[config.mk]
export PLATFORM = sky130hd
export DESIGN_NAME = mouse_master_sm
export DESIGN_NICKNAME = d
export VERILOG_FILES = /design/src/rtl/mouse_master_sm.sv
export SDC_FILE = /design/constraint.sdc
export NUM_CORES = 1
export LEC_CHECK = 0
export ABC_CLOCK_PERIOD_IN_PS = 2400
export BUFFER_PORTS_ARGS = -buffer_cell sky130_fd_sc_hd__clkbuf_2
export CORE_MARGIN = 1
export CORE_UTILIZATION = 52
export CTS_CLUSTER_SIZE = 24
export DETAILED_ROUTE_END_ITERATION = 12
export GPL_ROUTABILITY_DRIVEN = 0
export HOLD_SLACK_MARGIN = 0.12
export PLACE_DENSITY = 0.8
export SETUP_SLACK_MARGIN = 0.1
export SYNTH_ARGS = -nofsm -noshare
export SYNTH_HDL_FRONTEND = slang
export SYNTH_SLANG_ARGS = --single-unit
export TNS_END_PERCENT = 30
[constraint.sdc]
create_clock -name CLK -period 2.4 [get_ports CLK]
set_input_delay 0.12 -clock CLK [delete_from_list [all_inputs] [get_ports CLK]]
set_output_delay 0.12 -clock CLK [all_outputs]
set_load 0.02 [all_outputs]
[src/rtl/mouse_master_sm.sv]
// PS/2 mouse sequencer: runs the power-up handshake (reset, self-test, ID,
// enable streaming), then assembles 3-byte movement packets and publishes
// them with a one-cycle interrupt.
module mouse_master_sm #(
  parameter int unsigned T_INIT_WAIT    = 5000000,
  parameter int unsigned T_RESP_TIMEOUT = 2000000,
  parameter int unsigned T_PKT_TIMEOUT  = 200000,
  parameter int unsigned CTR_WIDTH      = 24
) (
  input  logic       CLK,
  input  logic       RESET,
  output logic       SEND_BYTE,
  output logic [7:0] BYTE_TO_SEND,
  input  logic       BYTE_SENT,
  output logic       READ_ENABLE,
  input  logic [7:0] BYTE_READ,
  input  logic [1:0] BYTE_ERROR_CODE,
  input  logic       BYTE_READY,
  output logic       INIT_DONE,
  output logic [7:0] MOUSE_STATUS,
  output logic [7:0] MOUSE_DX,
  output logic [7:0] MOUSE_DY,
  output logic       SEND_INTERRUPT
);

  localparam logic [CTR_WIDTH-1:0] INIT_LAST = CTR_WIDTH'(T_INIT_WAIT - 1);
  localparam logic [CTR_WIDTH-1:0] RESP_LAST = CTR_WIDTH'(T_RESP_TIMEOUT - 1);
  localparam logic [CTR_WIDTH-1:0] PKT_LAST  = CTR_WIDTH'(T_PKT_TIMEOUT - 1);

  localparam logic [7:0] CMD_RESET  = 8'hFF;
  localparam logic [7:0] CMD_ENABLE = 8'hF4;
  localparam logic [7:0] RSP_ACK    = 8'hFA;
  localparam logic [7:0] RSP_BAT    = 8'hAA;
  localparam logic [7:0] RSP_ID     = 8'h00;

  typedef enum logic [3:0] {
    INIT_WAIT     = 4'd0,
    SEND_RST      = 4'd1,
    WAIT_RST_SENT = 4'd2,
    WAIT_ACK      = 4'd3,
    WAIT_BAT      = 4'd4,
    WAIT_ID       = 4'd5,
    SEND_EN       = 4'd6,
    WAIT_EN_SENT  = 4'd7,
    WAIT_EN_ACK   = 4'd8,
    RX_B0         = 4'd9,
    RX_B1         = 4'd10,
    RX_B2         = 4'd11,
    PUBLISH       = 4'd12
  } state_t;

  state_t                 state;
  logic [CTR_WIDTH-1:0]   ctr;
  logic [7:0]             sh_status;
  logic [7:0]             sh_dx;
  logic [7:0]             sh_dy;
  logic                   good_byte;
  logic                   bad_byte;
  logic [7:0]             exp_byte;

  // Classify the incoming byte and select the response each expect-state wants
  always_comb begin
    good_byte = BYTE_READY && (BYTE_ERROR_CODE == 2'b00);
    bad_byte  = BYTE_READY && (BYTE_ERROR_CODE != 2'b00);
    exp_byte  = RSP_ACK;
    case (state)
      WAIT_BAT: exp_byte = RSP_BAT;
      WAIT_ID:  exp_byte = RSP_ID;
      default:  exp_byte = RSP_ACK;
    endcase
  end

  // Sequencer: state, shared counter, shadow packet and all registered outputs
  always_ff @(posedge CLK or posedge RESET) begin
    if (RESET) begin
      state          <= INIT_WAIT;
      ctr            <= '0;
      SEND_BYTE      <= 1'b0;
      BYTE_TO_SEND   <= 8'h00;
      READ_ENABLE    <= 1'b0;
      INIT_DONE      <= 1'b0;
      MOUSE_STATUS   <= 8'h00;
      MOUSE_DX       <= 8'h00;
      MOUSE_DY       <= 8'h00;
      SEND_INTERRUPT <= 1'b0;
      sh_status      <= 8'h00;
      sh_dx          <= 8'h00;
      sh_dy          <= 8'h00;
    end else begin
      SEND_BYTE      <= 1'b0;
      SEND_INTERRUPT <= 1'b0;
      ctr            <= ctr + CTR_WIDTH'(1);
      case (state)
        INIT_WAIT: begin
          if (ctr == INIT_LAST) begin
            state <= SEND_RST;
            ctr   <= '0;
          end
        end
        SEND_RST: begin
          SEND_BYTE    <= 1'b1;
          BYTE_TO_SEND <= CMD_RESET;
          state        <= WAIT_RST_SENT;
          ctr          <= '0;
        end
        SEND_EN: begin
          SEND_BYTE    <= 1'b1;
          BYTE_TO_SEND <= CMD_ENABLE;
          state        <= WAIT_EN_SENT;
          ctr          <= '0;
        end
        WAIT_RST_SENT, WAIT_EN_SENT: begin
          if (BYTE_SENT) begin
            state       <= (state == WAIT_RST_SENT) ? WAIT_ACK : WAIT_EN_ACK;
            ctr         <= '0;
            READ_ENABLE <= 1'b1;
          end else if (ctr == RESP_LAST) begin
            state       <= INIT_WAIT;
            ctr         <= '0;
            READ_ENABLE <= 1'b0;
            INIT_DONE   <= 1'b0;
          end
        end
        WAIT_ACK, WAIT_BAT, WAIT_ID, WAIT_EN_ACK: begin
          if (good_byte && (BYTE_READ == exp_byte)) begin
            ctr <= '0;
            case (state)
              WAIT_ACK: begin
                state       <= WAIT_BAT;
                READ_ENABLE <= 1'b1;
              end
              WAIT_BAT: begin
                state       <= WAIT_ID;
                READ_ENABLE <= 1'b1;
              end
              WAIT_ID: begin
                state       <= SEND_EN;
                READ_ENABLE <= 1'b0;
              end
              default: begin
                state       <= RX_B0;
                READ_ENABLE <= 1'b1;
                INIT_DONE   <= 1'b1;
              end
            endcase
          end else if (BYTE_READY || (ctr == RESP_LAST)) begin
            state       <= INIT_WAIT;
            ctr         <= '0;
            READ_ENABLE <= 1'b0;
            INIT_DONE   <= 1'b0;
          end
        end
        RX_B0: begin
          // Only a status byte with its always-one bit set can start a packet
          if (good_byte && BYTE_READ[3]) begin
            sh_status <= BYTE_READ;
            state     <= RX_B1;
            ctr       <= '0;
          end
        end
        RX_B1, RX_B2: begin
          if (good_byte) begin
            if (state == RX_B1) begin
              sh_dx <= BYTE_READ;
              state <= RX_B2;
            end else begin
              sh_dy       <= BYTE_READ;
              state       <= PUBLISH;
              READ_ENABLE <= 1'b0;
            end
            ctr <= '0;
          end else if (bad_byte || (ctr == PKT_LAST)) begin
            state <= RX_B0;
            ctr   <= '0;
          end
        end
        PUBLISH: begin
          MOUSE_STATUS   <= sh_status;
          MOUSE_DX       <= sh_dx;
          MOUSE_DY       <= sh_dy;
          SEND_INTERRUPT <= 1'b1;
          state          <= RX_B0;
          ctr            <= '0;
          READ_ENABLE    <= 1'b1;
        end
        default: begin
          state       <= INIT_WAIT;
          ctr         <= '0;
          READ_ENABLE <= 1'b0;
          INIT_DONE   <= 1'b0;
        end
      endcase
    end
  end

endmodule

==> summary.md, run 1 <==
| Metric | Value |
|---|---|
| Critical Path Fanout Max | `5` |
| Worst Path Required | `2.65 ns` |
| Post-Syn Instances | `375` |
| Synth warn | `0` |
| Worst vdd ir | `0.000759 V` |
| R2r startpoint | `ctr[14]` |
| Row cnt | `31` |
| Detailed-route via count | `around 3100` |
| Core ar. | `between 7000 and 8000 um^2` |
| Syn_nets | `390` |
| XOR/XNOR Fraction of Synth Area | `0.0480` |
| Pleak | `2.22 nW` |
| Reg2Reg Capture Point | `state[1]` |
| WS Path Type | `register to register` |
| Max cap viols | `0` |
| Total global routing overflow | `0` |
| H-tree depth | `3` |
| F_max | `0.429 GHz` |
| Drt drc | `0` |
| Post-DRT Antenna Nets | `0` |
| Initial antenna violation count | `0` |
| Nets@finish | `458` |
| CTS Buffer Depth | `2` |
| Complex-gate fraction of the synthesized area | `0.0670` |
| Power Total | `about 3.8 mW` |
| Largest net degree at the start of global routing | `50` |
| First-pass GRT wire length | `15000 um` |
| Crit path DAT | `2.58 ns` |
| Post-synth top area share | `0.511` |
| Final Cell Area | `4780 um^2` |
| Filler instances | `558` |
| Slew Viols, Final | `0` |
| Largest family of logic cells by synthesized area | `simple AND/OR/NAND/NOR gates` |
| Synthesis-to-finish area growth | `19.0%` |
| Hold Crit Start | `BYTE_READY` |
| CTS Buf Count | `9` |
| Min-delay worst type | `input port to register` |
| Async SR Flop Fraction | `1.00` |
| Die W | `89.9 um` |
| Number of synthesized flops with an enable pin | `0` |
| Clock Skew | `roughly 0.011 ns` |
| DP Cell Count | `519` |
| Final min period | `2.33 ns` |
| Worst Hold End | `ctr[6]` |
| Count of TritonRoute iterations in the first routing pass | `4` |
| Overall Global Routing Usage | `0.235` |
| Status | `complete, no violations` |
| WL final | `8850 um` |
| Adder-cell share of the synthesized area | `0.00561` |
| Via/cell ratio | `5.66` |
| Die area | `8080 um^2` |
| Synth top cells by count | `82 x dfrtp_1, 54 x nor2_1, 48 x mux2_2` |
| Relative slew margins | `0.600` |
| Top_reg_cell synth | `dfrtp_1` |
| Post-DP HPWL | `5840 um` |
| Avg Cell Area, Syn | `roughly 11 um^2` |
| Post-Layout Cell Count | `547` |
| Wirelength per Cell | `16.2 um` |
| Reg clk slew, reported paths | `0.09 ns` |
| I/O Pins | `50` |
| Fin util | `0.649` |
| Flop2flop setup slack | `0.07 ns` |
| Endpoints failing setup | `0` |
| Startpoint Class | `register` |
| Cell depth of the worst flop-to-flop path | `6` |
| Worst setup EP type | `register` |
| Hold Path Cell Cnt | `4` |
| Die Height | `89.9 um` |
| TritonCTS clock tree | `done` |
| Synth area leaders | `dfrtp_1 51%, mux2_2 13%, nor2_1 5.0%` |
| Period utilization | `0.970` |
| Root Driver | `clkbuf_8` |
| Port Buffers | `49` |
| Distinct cells, synth | `54` |
| #FFs+latches synth | `82` |
| Area leader, netlist | `dfrtp_1` |
| Share of layout cells above drive strength 1 | `0.326` |
| Post-Syn Area | `4020 um^2` |
| Mux cell area share after synthesis | `0.140` |
| Unrepaired setup endpoints after global routing | `true` |
| Initial Util | `0.545` |
| Pwr Density | `approximately 800 nW/um^2` |
| Instance area at placement | `about 4400 um^2` |
| Clock Latency Late Sink | `0.36 ns` |
| Final hold violations | `0` |
| Post-synthesis sequential area ratio | `0.511` |
| Total clock sinks | `82` |
| Initial DRC Count | `between 150 and 200` |
| Sum Neg Setup Slack | `0 ns` |
| N_diodes | `0` |
| Most common cell in the synthesized netlist | `dfrtp_1` |
| Slew @ Worst Pin | `0.599 ns` |
| Simple logic cell fraction of the synthesized area | `0.194` |
| Number of global-route vias before repair | `3067` |
-- area by class of cell --
| type | instances | area, um^2 | area share |
|---|---|---|---|
| multi-input combinational | 263 | 1850 | 0.387 |
| tap | 99 | 124 | 0.0259 |
| inverter | 9 | 35.0 | 0.00733 |
| clock inverter | 7 | 85.1 | 0.0178 |
| timing repair buffer | 78 | 510 | 0.107 |
| clock buffer | 9 | 124 | 0.0259 |
| sequential | 82 | 2050 | 0.429 |
-- flip-flops by register name, summed over array words and instances, names as in the netlist, 4 cells and up --
name and count:
MOUSE_STATUS 8, sh_status 8, MOUSE_DX 8, state 4, sh_dx 8, MOUSE_DY 8
ctr 24, sh_dy 8
-- stage by stage --
stage	hold WS [ns]	setup slack, ns
2_1_floorplan	0.271	0.126
5_1_grt	0.263	0.0359
6_report	0.265	0.0715
3_5_place_dp	0.190	0.0486
3_3_place_gp	0.180	0.107
4_1_cts	0.247	0.102
-- worst max-delay path by stage --
stage	cells after the start	end	slack [ns]	startpoint
2_1_floorplan	6	state[1]	0.13	ctr[13]
4_1_cts	6	state[1]	0.10	ctr[9]
6_report	6	state[1]	0.07	ctr[14]
3_5_place_dp	6	state[1]	0.05	ctr[14]
3_3_place_gp	6	state[1]	0.11	ctr[12]
5_1_grt	6	state[1]	0.04	ctr[6]
-- cell usage in the layout (no fill, tap or decap), types with 2 or more instances in the layout --
cell type / instances
buf_12: 2
a21oi_1: 5
nor3_1: 9
dfrtp_1: 82
a211oi_1: 4
clkbuf_2: 49
dlygate4sd3_1: 9
or2_2: 2
mux2i_1: 2
o31a_1: 2
and3_1: 3
o21ai_0: 9
nand2b_1: 5
xor2_1: 11
nor4_4: 3
buf_4: 18
nor3b_1: 3
inv_1: 8
nand3b_1: 2
nor2b_1: 4
clkbuf_8: 9
a2111oi_0: 2
nor4_1: 3
and2_1: 2
nor2_1: 54
inv_6: 3
mux2_2: 48
nand3_1: 12
o21bai_1: 2
o32ai_1: 2
xnor2_1: 11
nand4_1: 6
or3_1: 3
clkinv_2: 2
a31oi_1: 4
nand2_1: 28
-- timing repair --
action                                  4_1_cts  5_1_grt
resized for setup                             1        3
pin swaps                                     3        5
endpoints found under the setup margin       10       27
hold buffers                                  9        0
buffers inserted                              1        2
hold endpoints to repair                     55        0
-- cell families (layout without fill, tap and decap cells) --
family / after synthesis / count (layout)
and+or+nand+nor: 150 / 150
DFF: 82 / 82
muxes: 50 / 50
AOI/OAI and AO/OA: 39 / 39
buffers and inverters: 30 / 103
xor gates and xnor gates: 22 / 22
adders and majority gates: 2 / 2
-- critical path: stages (launching register included) --
cell	delay [ns]
dfrtp_1	0.41
or4b_4	0.58
nor4_4	0.16
a31oi_1	0.15
or3_4	0.44
o31a_1	0.31
a31o_1	0.18
-- power breakdown --
part	switching [mW]	internal, mW	leakage [nW]
clock	0.550	0.498	0.103
sequential	0.0879	1.52	1.12
combinational	0.703	0.456	0.997
-- metal layers --
metal / up-vias / wire length (um) / global-route usage
met4: 0 / 166 / 0.0659
met5: - / 0 / 0
met2: 122 / 4330 / 0.395
li1: 1455 / - / -
met1: 1497 / 3830 / 0.300
met3: 20 / 515 / 0.0651
Note: power is estimated with default switching activity, not from simulation.
==> run 2, diff against run 1 <==
--- a/config.mk
+++ b/config.mk
@@ -5,7 +5,7 @@
 export SDC_FILE = /design/constraint.sdc
 export NUM_CORES = 1
 export LEC_CHECK = 0
-export ABC_CLOCK_PERIOD_IN_PS = 2400
+export ABC_CLOCK_PERIOD_IN_PS = 2110
 export BUFFER_PORTS_ARGS = -buffer_cell sky130_fd_sc_hd__clkbuf_2
 export CORE_MARGIN = 1
 export CORE_UTILIZATION = 52
==> constraint.sdc (replaced) <==
create_clock -name CLK -period 2.11 [get_ports CLK]
set_input_delay 0.1055 -clock CLK [delete_from_list [all_inputs] [get_ports CLK]]
set_output_delay 0.1055 -clock CLK [all_outputs]
set_load 0.02 [all_outputs]
==> run 2 against run 1 <==
  * The flow now finishes with violations (negative setup slack)
  * Clock-buffer cell count is the same
  * Via count grew 2.5%
  * Register-to-register slack lost 0.18 ns
  * Worst hold slack gained 0.025 ns
  * Highest routed layer unchanged
  * Critical endpoint unchanged
  * Total power grew 16%
  * Worst setup slack lost 0.18 ns
  * Largest cell class unchanged
==> summary.md, run 2 (synthesis gave the netlist of run 1 again) <==
| Metric | Value |
|---|---|
| Drt drc | `0 (unchanged)` |
| Placement Setup Slack | `-0.200 ns (-0.248 ns)` |
| Filler instances | `529 (-5.2%)` |
| Unrepaired setup endpoints after global routing | `true` |
| Post-DRT Antenna Nets | `0 (unchanged)` |
| Row cnt | `31 (unchanged)` |
| Root Driver | `clkbuf_8` |
| Endpoints failing setup | `27 (+27)` |
| WL final | `9260 um (+4.6%)` |
| H-tree depth | `3 (unchanged)` |
| Total clock sinks | `82 (unchanged)` |
| Initial DRC Count | `146 (-16%)` |
| Slew Viols, Final | `0 (unchanged)` |
| Final min period | `2.22 ns (-0.109 ns)` |
| Nets@finish | `480 (+4.8%)` |
| Reg clk slew, reported paths | `0.09 ns (about the same)` |
| WS Path Type | `register to register` |
| Largest net degree at the start of global routing | `33 (-34%)` |
| Number of flip-flops in the largest register | `24 (unchanged)` |
| DP Cell Count | `541 (+4.2%)` |
| Via/cell ratio | `5.57 (-1.4%)` |
| Relative slew margins | `0.521 (-0.0798)` |
| Clock Skew | `0.0112 ns (+0.000420 ns)` |
| CTS Buffer Depth | `2 (unchanged)` |
| Post-Layout Cell Count | `569 (+4.0%)` |
| Port Buffers | `49 (unchanged)` |
| Sum Neg Setup Slack | `-1.76 ns (-1.76 ns)` |
| Seq. cell area | `2050 um^2 (unchanged)` |
| Max cap viols | `0 (unchanged)` |
| N_diodes | `0 (unchanged)` |
| Core ar. | `7370 um^2 (unchanged)` |
| Slew @ Worst Pin | `0.718 ns (+0.119 ns)` |
| Number of global-route vias before repair | `3179 (+3.7%)` |
| CTS Buf Count | `9 (unchanged)` |
| Pwr Density | `882 nW/um^2 (+11%)` |
| TritonCTS clock tree | `done` |
| Share of layout cells above drive strength 1 | `0.381 (+0.0550)` |
| Worst setup EP type | `register` |
| Commonest non-fill, non-tap cell in the layout | `dfrtp_1` |
| Period utilization | `1.05 (+0.0818)` |
| Initial Util | `0.545 (unchanged)` |
| First-pass GRT wire length | `15600 um (+4.2%)` |
| Overall Global Routing Usage | `0.245 (+0.00992)` |
| Biggest register | `ctr` |
| Critical Path Fanout Max | `5 (unchanged)` |
| Worst Path Required | `2.36 ns (-0.29 ns)` |
| Post-DP HPWL | `6320 um (+8.1%)` |
| Crit path DAT | `2.47 ns (-0.11 ns)` |
| Total global routing overflow | `0 (unchanged)` |
| Final hold violations | `0 (unchanged)` |
| Detailed-route via count | `3172 (+2.5%)` |
| Multi-input gate area | `1910 um^2 (+3.2%)` |
| Min-delay worst type | `input port to register` |
| Die area | `8080 um^2 (unchanged)` |
| Die Height | `89.9 um (unchanged)` |
| Clock Latency Late Sink | `0.36 ns (about the same)` |
| I/O Pins | `50 (unchanged)` |
| Startpoint Class | `register` |
| Initial antenna violation count | `0 (unchanged)` |
| Final setup margin | `-0.110 ns (-0.181 ns)` |
| Most frequent cells in the layout | `82 x dfrtp_1, 53 x nor2_1, 49 x clkbuf_2` |
| F_max | `0.450 GHz (+4.9%)` |
| Status | `finished with violations` |
| Wirelength per Cell | `16.3 um (+0.59%)` |
| Die W | `89.9 um (unchanged)` |
| Count of TritonRoute iterations in the first routing pass | `4 (unchanged)` |
| Synthesis-to-finish area growth | `25.3%` |
| Worst vdd ir | `0.000526 V (-31%)` |
| Pleak | `2.33 nW (+4.9%)` |
| Failing checks | `negative setup slack` |
-- run 2: cell type report --
class	count	share of cell area
clock buffer	9	0.0246
clock inverter	7	0.0122
inverter	9	0.00746
multi-input combinational	263	0.380
sequential	82	0.408
tap	99	0.0246
timing repair buffer	100	0.144
-- run 2: critical path: stages, from the launching register on --
cell and delay (ns):
dfrtp_1 0.39, or4b_4 0.57, nor4_4 0.17, a31oi_1 0.14, or3_4 0.42, o31a_1 0.25
a31o_1 0.18
-- run 2: through the flow --
stage                     power [mW]  area, um^2  utilization  hold WS [ns]
after global placement          3.22        4640        0.630         0.239
after floorplan                 2.81        4030            -         0.256
after global routing            4.68        5030        0.683         0.316
after detailed placement        3.28        4640        0.630         0.252
final                           4.44        5030        0.683         0.290
after CTS                       4.44        5020        0.681         0.305
-- run 2: where the power goes --
| group | internal (mW) | switching [mW] | leakage (nW) |
|---|---|---|---|
| clock network | 0.450 | 0.620 | 0.0936 |
| registers | 1.72 | 0.103 | 1.12 |
| logic | 0.670 | 0.877 | 1.12 |
| total | 2.84 | 1.60 | 2.33 |
-- run 2: layer usage --
layer / vias up / share of wire / global-route usage
li1: 1499 / - / -
met5: - / 0 / 0
met2: 81 / 0.49 / 0.397
met1: 1571 / 0.45 / 0.328
met3: 21 / 0.043 / 0.0508
met4: 0 / 0.020 / 0.0914
-- run 2: final timing paths --
path                                endpoint  cells after the start    startpoint  slack, ns
max in group asynchronous        MOUSE_DY[2]                      4         RESET       0.99
worst min register to register  sh_status[3]                      1  sh_status[3]       0.48
worst min-delay path                  ctr[6]                      5    BYTE_READY       0.29
worst max-delay path                state[1]                      6       ctr[22]      -0.11
worst max register to register      state[1]                      6       ctr[22]      -0.11
min in group asynchronous             ctr[4]                      3         RESET       0.40
-- run 2: what timing repair did --
action,in CTS,in global routing
endpoints found under the setup margin,30,40
hold buffers,9,0
hold endpoints to repair,53,0
resized for setup,18,5
setup buffers,3,0
pin swaps,8,2
